## src/rtl/serial_lane_pkg.sv

```systemverilog
// Shared types and constants for the serial detector lane arbiter.
package serial_lane_pkg;

  typedef enum logic [2:0] {
    IDLE,
    CLR,
    SHIFT,
    DRAIN,
    DONE
  } lane_state_t;

  localparam logic REQ0 = 1'b0;
  localparam logic REQ1 = 1'b1;

  localparam int unsigned DRAIN_CYCLES = 1;

endpackage

```

## src/rtl/serial_lane_arbiter_rr_arbiter2.sv

```systemverilog
// Two-input round-robin grant; the grant is combinational, the history updates on accept.
module rr_arbiter2
  import serial_lane_pkg::*;
(
  input  logic clk,
  input  logic rst,
  input  logic i_valid0,
  input  logic i_valid1,
  input  logic i_accept,
  output logic o_grant
);

  logic r_last_grant;

  // A tie goes to the requester that did not win last; otherwise the lone valid wins.
  always_comb begin
    o_grant = REQ0;
    if (i_valid0 && i_valid1) begin
      o_grant = ~r_last_grant;
    end else if (i_valid1) begin
      o_grant = REQ1;
    end
  end

  // Remember who won the most recent accepted handshake.
  always_ff @(posedge clk) begin
    if (rst) begin
      r_last_grant <= REQ1;
    end else if (i_accept) begin
      r_last_grant <= o_grant;
    end
  end

endmodule

```

## src/rtl/serial_lane_arbiter.sv

```systemverilog
// Shares one external serial bit-detector between two word requesters and
// reports, per word, how many sample cycles the detector output was high.
module serial_lane_arbiter
  import serial_lane_pkg::*;
#(
  parameter int WIDTH = 8,
  parameter int CNT_W = $clog2(WIDTH + 1)
) (
  input  logic             clk,
  input  logic             rst,
  input  logic             req0_valid,
  input  logic [WIDTH-1:0] req0_data,
  output logic             req0_ready,
  input  logic             req1_valid,
  input  logic [WIDTH-1:0] req1_data,
  output logic             req1_ready,
  output logic             det_rst,
  output logic             det_in,
  input  logic             det_out,
  output logic             res_valid,
  output logic             res_id,
  output logic [CNT_W-1:0] res_count,
  output logic             res_hit
);

  localparam int BIT_W = $clog2(WIDTH);

  lane_state_t      r_state;
  logic [WIDTH-1:0] r_shift;
  logic [BIT_W-1:0] r_bitcnt;
  logic [CNT_W-1:0] r_count;
  logic             r_owner;
  logic             r_res_valid;
  logic             r_res_id;
  logic [CNT_W-1:0] r_res_count;
  logic             r_res_hit;

  logic w_grant;
  logic w_idle;
  logic w_accept;

  assign w_idle     = (r_state == IDLE) && !rst;
  assign req0_ready = w_idle && req0_valid && (w_grant == REQ0);
  assign req1_ready = w_idle && req1_valid && (w_grant == REQ1);
  assign w_accept   = (req0_valid && req0_ready) || (req1_valid && req1_ready);

  rr_arbiter2 u_arb (
    .clk      (clk),
    .rst      (rst),
    .i_valid0 (req0_valid),
    .i_valid1 (req1_valid),
    .i_accept (w_accept),
    .o_grant  (w_grant)
  );

  // Detector is cleared by block reset as well as before every word.
  assign det_rst = rst || (r_state == CLR);
  assign det_in  = !rst && (r_state == SHIFT) && r_shift[WIDTH-1];

  // Result fields read as zero while reset is held, even before the registers clear.
  assign res_valid = !rst && r_res_valid;
  assign res_id    = !rst && r_res_id;
  assign res_count = rst ? '0 : r_res_count;
  assign res_hit   = !rst && r_res_hit;

  // Lane sequencer: accept, clear detector, shift word out, drain, publish result.
  always_ff @(posedge clk) begin
    if (rst) begin
      r_state     <= IDLE;
      r_shift     <= '0;
      r_bitcnt    <= '0;
      r_count     <= '0;
      r_owner     <= REQ0;
      r_res_valid <= 1'b0;
      r_res_id    <= REQ0;
      r_res_count <= '0;
      r_res_hit   <= 1'b0;
    end else begin
      r_res_valid <= 1'b0;
      case (r_state)
        IDLE: begin
          if (w_accept) begin
            r_shift <= (w_grant == REQ1) ? req1_data : req0_data;
            r_owner <= w_grant;
            r_state <= CLR;
          end
        end
        CLR: begin
          r_count  <= '0;
          r_bitcnt <= '0;
          r_state  <= SHIFT;
        end
        SHIFT: begin
          r_shift <= {r_shift[WIDTH-2:0], 1'b0};
          // The first SHIFT cycle still shows the cleared detector, so it is not sampled.
          if ((r_bitcnt != '0) && det_out) begin
            r_count <= r_count + 1'b1;
          end
          if (r_bitcnt == BIT_W'(WIDTH - 1)) begin
            r_state <= DRAIN;
          end else begin
            r_bitcnt <= r_bitcnt + 1'b1;
          end
        end
        DRAIN: begin
          // Final sample reflects the last data bit; fold it straight into the result.
          r_res_valid <= 1'b1;
          r_res_id    <= r_owner;
          r_res_count <= r_count + CNT_W'(det_out);
          r_res_hit   <= (r_count != '0) || det_out;
          r_state     <= DONE;
        end
        DONE: begin
          r_state <= IDLE;
        end
        default: begin
          r_state <= IDLE;
        end
      endcase
    end
  end

endmodule

```

## config.mk

```make
export PLATFORM = sky130hd
export DESIGN_NAME = serial_lane_arbiter
export DESIGN_NICKNAME = d
export VERILOG_FILES = /design/src/rtl/serial_lane_pkg.sv /design/src/rtl/serial_lane_arbiter_rr_arbiter2.sv /design/src/rtl/serial_lane_arbiter.sv
export SDC_FILE = /design/constraint.sdc
export NUM_CORES = 1
export LEC_CHECK = 0
export CORE_MARGIN = 2
export CORE_UTILIZATION = 54
export CTS_CLUSTER_SIZE = 16
export DETAILED_ROUTE_END_ITERATION = 10
export GPL_TIMING_DRIVEN = 0
export PLACE_DENSITY = 0.84
export SYNTH_ARGS = -nofsm -noshare
export SYNTH_HDL_FRONTEND = slang
export SYNTH_SLANG_ARGS = --single-unit
```

## constraint.sdc

```tcl
create_clock -name clk -period 2.9 [get_ports clk]
set_input_delay 0.87 -clock clk [delete_from_list [all_inputs] [get_ports clk]]
set_output_delay 0.87 -clock clk [all_outputs]
set_load 0.02 [all_outputs]
```

# After elaboration in Yosys (flattened, before gate mapping)
# Cells that the tools add are included.
# classes
addsub,3
n_mul,0
div_mod_pow,0
n_lt_le_gt_ge,0
eq_ne,8
n_shift,0
muxes,14
bitwise,2
n_reduce_logical,28
# op_table
op,n
8-bit two-way mux,2
8-bit case mux with 2 select lines,1
1-bit logical AND,14
3-bit case mux with 4 select lines,1
2-bit AND reduction,5
3-bit two-way mux,3
4-bit two-way mux,2
4-bit case mux with 2 select lines,1
"3-bit by 2-bit equality test with 1-bit output, second input constant",2
"2-bit by 1-bit inequality test with 1-bit output, second input constant",3
3-bit case mux with 2 select lines,1
4-bit by 1-bit adder with 4-bit output,1
"4-bit by 1-bit adder with 4-bit output, second input constant",1
2-bit nonzero test,2
4-bit nonzero test,1
"3-bit by 1-bit adder with 3-bit output, second input constant",1
"3-bit by 1-bit equality test with 1-bit output, second input constant",1
"3-bit equality test, second input constant",1
3-bit zero test,1
1-bit logical OR,3
1-bit two-way mux,3
3-bit nonzero test,1
"2-bit inequality test, second input constant",1
1-bit NOT,2
1-bit zero test,1
# totals
ff_bits,27
latchBits,0
ram_bits,0
romBits,0
input_bits,21
out_inout_bits,11
elab_cells,65
mem_count,0

# Longest topological paths before layout
# depth
ltp_word,8
ltp_mapped,5
depth_no_buf,5

# Hierarchy
# From an unflattened synthesis, not the netlist that was laid out.
# unflattened
cells_unflattened,161
area_unflattened_um2,1536.5
# modules_own_cells
module,instances,cells_per_inst,area_each_um2,seq_area_each_um2
serial_lane_arbiter,1,157,1493.9,520.5
rr_arbiter2,1,4,42.5,20.0

# Least setup slack after synthesis
# OpenSTA, ideal clock, no wires.
# synth_timing
path_kind,input to output
from,input port rst
to,output port res_count[2]
arrival_time_ps,1674
required_time_ps,2030
path_slack_ps,356
path_stages,3
path_buffers,2
path_cell_list,clkbuf_1 > clkbuf_1 > nor2b_1
# synth_between
elab_chain_len,1
# synth_lines
element,line,source
from (decl),serial_lane_arbiter.sv:10,"input logic rst,"
4-bit two-way mux,serial_lane_arbiter.sv:63,assign res_count = rst ? '0 : r_res_count;
to (decl),serial_lane_arbiter.sv:22,"output logic [CNT_W-1:0] res_count,"
# Every way passes these cells.

# Final worst setup path
# layout_timing
from,input port rst
to,output port res_hit
# layout_between
elab_chain_len,2
# layout_lines
element,line,source
1-bit zero test,serial_lane_arbiter.sv:64,assign res_hit = !rst && r_res_hit;
1-bit logical AND,serial_lane_arbiter.sv:64,
to (decl),serial_lane_arbiter.sv:23,output logic res_hit
# Every way passes these cells.

==> impl_metrics.yaml <==
clocking:
  cts_tree: "done"
  cts_root_buffer: "sky130_fd_sc_hd__clkbuf_4"
  clock-sinks: 27
  clock_insertion_delay_worst_skew_ns: 0.35
  htree_levels: 1
  clock_tree.buffer_depth: 2
  numCtsBuffers: 3
  clkSlewWorstSetupHoldPaths_ns: 0.14
route:
  drc_violation_count_after_routing: 0
  detail_route.wl_per_cell_um: 15.2
  num_vias: 1422
  drt-initial-drc-count: 37
  per_cell_via_count_in_the_routed_design: 6.13
  totalWireLength_um: 3530
  ant_nets: 0
  drt_pass1_iterations: 4
pwr:
  p_per_area_nw_per_um2: 424
  cellInternalPower_mw: 0.562
  power.switching_mw: 0.263
  power.switching_fraction_pct: 31.8
  power_frac_comb_pct: 28.8
  power.share.clock_pct: 20.8
  vdd.ir_drop.worst_mv: 0.284
  power.leakage_nw: 0.779
  post-layout-total-power_mw: 0.825
  share_seq_of_total_power_pct: 50.3
synthesis:
  mean_cell_area_of_the_mapped_netlist_um2: 9.31
  yosysTopAreaCell: "sky130_fd_sc_hd__dfxtp_1"
  ys_dominant_reg_cell: "sky130_fd_sc_hd__dfxtp_1"
  part_of_the_yosys_area_used_for_sequential_elements_pct: 35.0
  ys_top_cells_by_area: "sky130_fd_sc_hd__dfxtp_1 35%, sky130_fd_sc_hd__ha_1 5.7%, sky130_fd_sc_hd__o41ai_2 5.3%"
  synth.top_cell.area_share_pct: 35.0
  synth_cell_type_count: 44
  synth_area_um2: 1550
  count_of_flip_flops_with_a_built_in_enable_after_synthesis: 0
  async_flop_share_pct: 0
  synth-seq-cells: 27
  number_of_instances_in_the_synthesized_netlist: 166
  yosysWarningCount: 0
  syn-num-nets: 194
setup_path:
  path_max_fanout: 10
  cp.required_ns: 2.03
  cp_delay_by_family_top: "buffers and inverters"
  r2r_cells: 5
  rr_startpoint: "r_bitcnt[0]"
  worstPathArrival_ns: 1.98
  critPathSlowestCell: "sky130_fd_sc_hd__clkdlybuf4s15_1"
  timing.critical_path.cells: "clkdlybuf4s15_2 -> clkbuf_8 -> clkbuf_4 -> nor2b_1 -> clkdlybuf4s15_1"
  slowest_delay_ns: 0.30
  crit_start: "rst"
  reg2reg_slack_ns: 1.01
  critPathBufInv: 4
  timing.critical_path.to_type: "primary output"
  setup.worst_path.start_class: "input pin"
  crit_cells: 5
  worst-setup-path-type: "input pin to primary output"
global_route:
  grt_pass1_vias: 1360
  grt_antenna_before_repair: 0
  grt_first_pass_wirelength_um: 5780
  largest_net_degree_at_the_start_of_global_routing: 16
  grt_usage_pct: 22.2
  globalRoute.totalOverflow: 0
flow_run:
  max_cap_viol_count: 0
finish:
  finalInstanceArea_um2: 1950
  area_growth_pct: 25.9
  insertedDiodeCount: 0
  fraction_of_final_layout_cells_with_drive_strength_greater_than_1_pct: 15.9
  final_nets: 230
sta:
  post_route_clock_period_utilization_pct: 98.4
  finalSetupViolations: 0
  finalHoldViolations: 0
  finalWorstPathRequiredPeriod_ns: 2.85
  skew_ns: 0.0203
  clock.fmax_mhz: 350
  finalMaxSlewViolations: 0
  finalWorstSetupSlack_ns: 0.0452
  grt_setup_unrepaired: "no"
  worst_slew_pin_slew_ns: 0.541
  timing.slew.headroom_pct: 63.7
hold_path:
  holdCritStartpoint: "r_bitcnt[1]"
  holdCritPathClass: "flip-flop to flip-flop"
  hold_path_depth: 2
place:
  routabilityCongestion: 0.864
  dp_worst_setup_slack_ns: -1.03
  port_buffers: 31
  hpwlAfterDp_um: 2700
  placedInstanceArea_um2: 1890
outcome:
  outcome: "completed"
floorplan:
  die_area_um2: 3310
  core-area_um2: 2730
  initial_util_pct: 56.5
  ioPinCount: 32
  dieHeight_um: 57.5
  rows: 19
  dieWidth_um: 57.5
==> timing repair <==
item,in CTS,in global routing
pin swaps,0,0
gates resized for setup,25,10
hold buffers,0,0
setup buffers,2,0
endpoints found under the setup margin,11,6
==> worst min-delay path: cells and delay by family, from the launching register on <==
family | cells | cell delay [ns]
flops | 1 | 0.35
simple gates | 1 | 0.06
mux | 1 | 0.06
==> area by class of cell <==
| type | count | area, µm² |
|---|---|---|
| Multi-Input combinational cell | 118 | 928 |
| Fill cell | 220 | 788 |
| Sequential cell | 27 | 541 |
| Timing Repair Buffer | 33 | 300 |
| Buffer | 9 | 68.8 |
| Inverter | 10 | 41.3 |
| Tap cell | 31 | 38.8 |
| Clock buffer | 3 | 22.5 |
| Clock inverter | 1 | 5.00 |
==> cell usage after synthesis, drive strengths merged (2+ instances only) <==
library cell / count
o211ai: 6
a221oi: 6
a211oi: 4
nand2b: 4
o31ai: 2
a32o: 3
clkbuf: 6
a21oi: 3
and3: 2
nor2: 11
mux2i: 5
a2111oi: 2
nand3: 7
nor4: 2
nand2: 6
o22a: 3
o41ai: 6
nand4: 2
dfxtp: 27
ha: 7
nor2b: 8
or3b: 3
buf: 5
nand3b: 3
and2: 8
inv: 10
==> state kept, by name (all words and copies together) (netlist names) <==
signal,cells
r_shift,8
r_count,4
r_res_count,4
r_bitcnt,3
r_state,3
r_owner,1
r_res_hit,1
r_res_id,1
r_res_valid,1
u_arb.r_last_grant,1
==> power by group through the flow <==
stage               sequential (mW)  combinational [mW]  clock, mW
global placement              0.421               0.222          0
floorplan                     0.418               0.156          0
finish                        0.415               0.238      0.172
CTS                           0.415               0.237      0.171
detailed placement            0.422               0.230          0
global route                  0.419               0.256      0.180
==> routing by layer <==
metal / GRT usage (%) / routed length, µm / up-vias
met5: 0 / 0 / -
met4: 10.6 / 85 / 0
met3: 3.63 / 181 / 11
met2: 40.7 / 1800 / 51
met1: 24.6 / 1470 / 671
li1: - / - / 689
==> final timing paths <==
path / end
max: res_hit
max reg2reg: r_bitcnt[0]
min: r_bitcnt[1]
min reg2reg: r_bitcnt[1]
==> cell usage in the layout (no fill, tap or decap), types with 5 or more instances in the layout <==
master / instances
sky130_fd_sc_hd__o211ai_1: 6
sky130_fd_sc_hd__inv_1: 9
sky130_fd_sc_hd__nand3_1: 7
sky130_fd_sc_hd__mux2i_1: 5
sky130_fd_sc_hd__dfxtp_1: 27
sky130_fd_sc_hd__clkdlybuf4s50_1: 19
sky130_fd_sc_hd__dlygate4sd2_1: 5
sky130_fd_sc_hd__and2_1: 8
sky130_fd_sc_hd__nor2b_1: 8
sky130_fd_sc_hd__o41ai_2: 5
sky130_fd_sc_hd__nand2_1: 6
sky130_fd_sc_hd__nor2_1: 11
sky130_fd_sc_hd__a221oi_1: 6
sky130_fd_sc_hd__ha_1: 7
==> cells by family (layout without fill, tap and decap cells) <==
kind of cell | Yosys count | after routing | synth area share (%)
AND/OR/NAND/NOR | 61 | 61 | 23.1
XOR/XNOR | 2 | 2 | 1.13
adder cells (fa/ha/maj) | 7 | 7 | 5.67
AO/OA/AOI/OAI | 43 | 43 | 25.6
flip-flops | 27 | 27 | 35.0
buffers and inverters | 21 | 56 | 6.32
multiplexers | 5 | 5 | 3.24
==> per-stage QoR <==
step	cells	TNS (ns)	utilization, %	hold WS, ns
floorplan	166	0	-	0.451
global route	232	0	71.2	0.534
global placement	228	-7.79	69.3	0.463
CTS	232	0	71.6	0.504
detailed placement	228	-8.09	69.3	0.477
finish	232	0	71.2	0.499
Power figures use the tool's default switching activity.
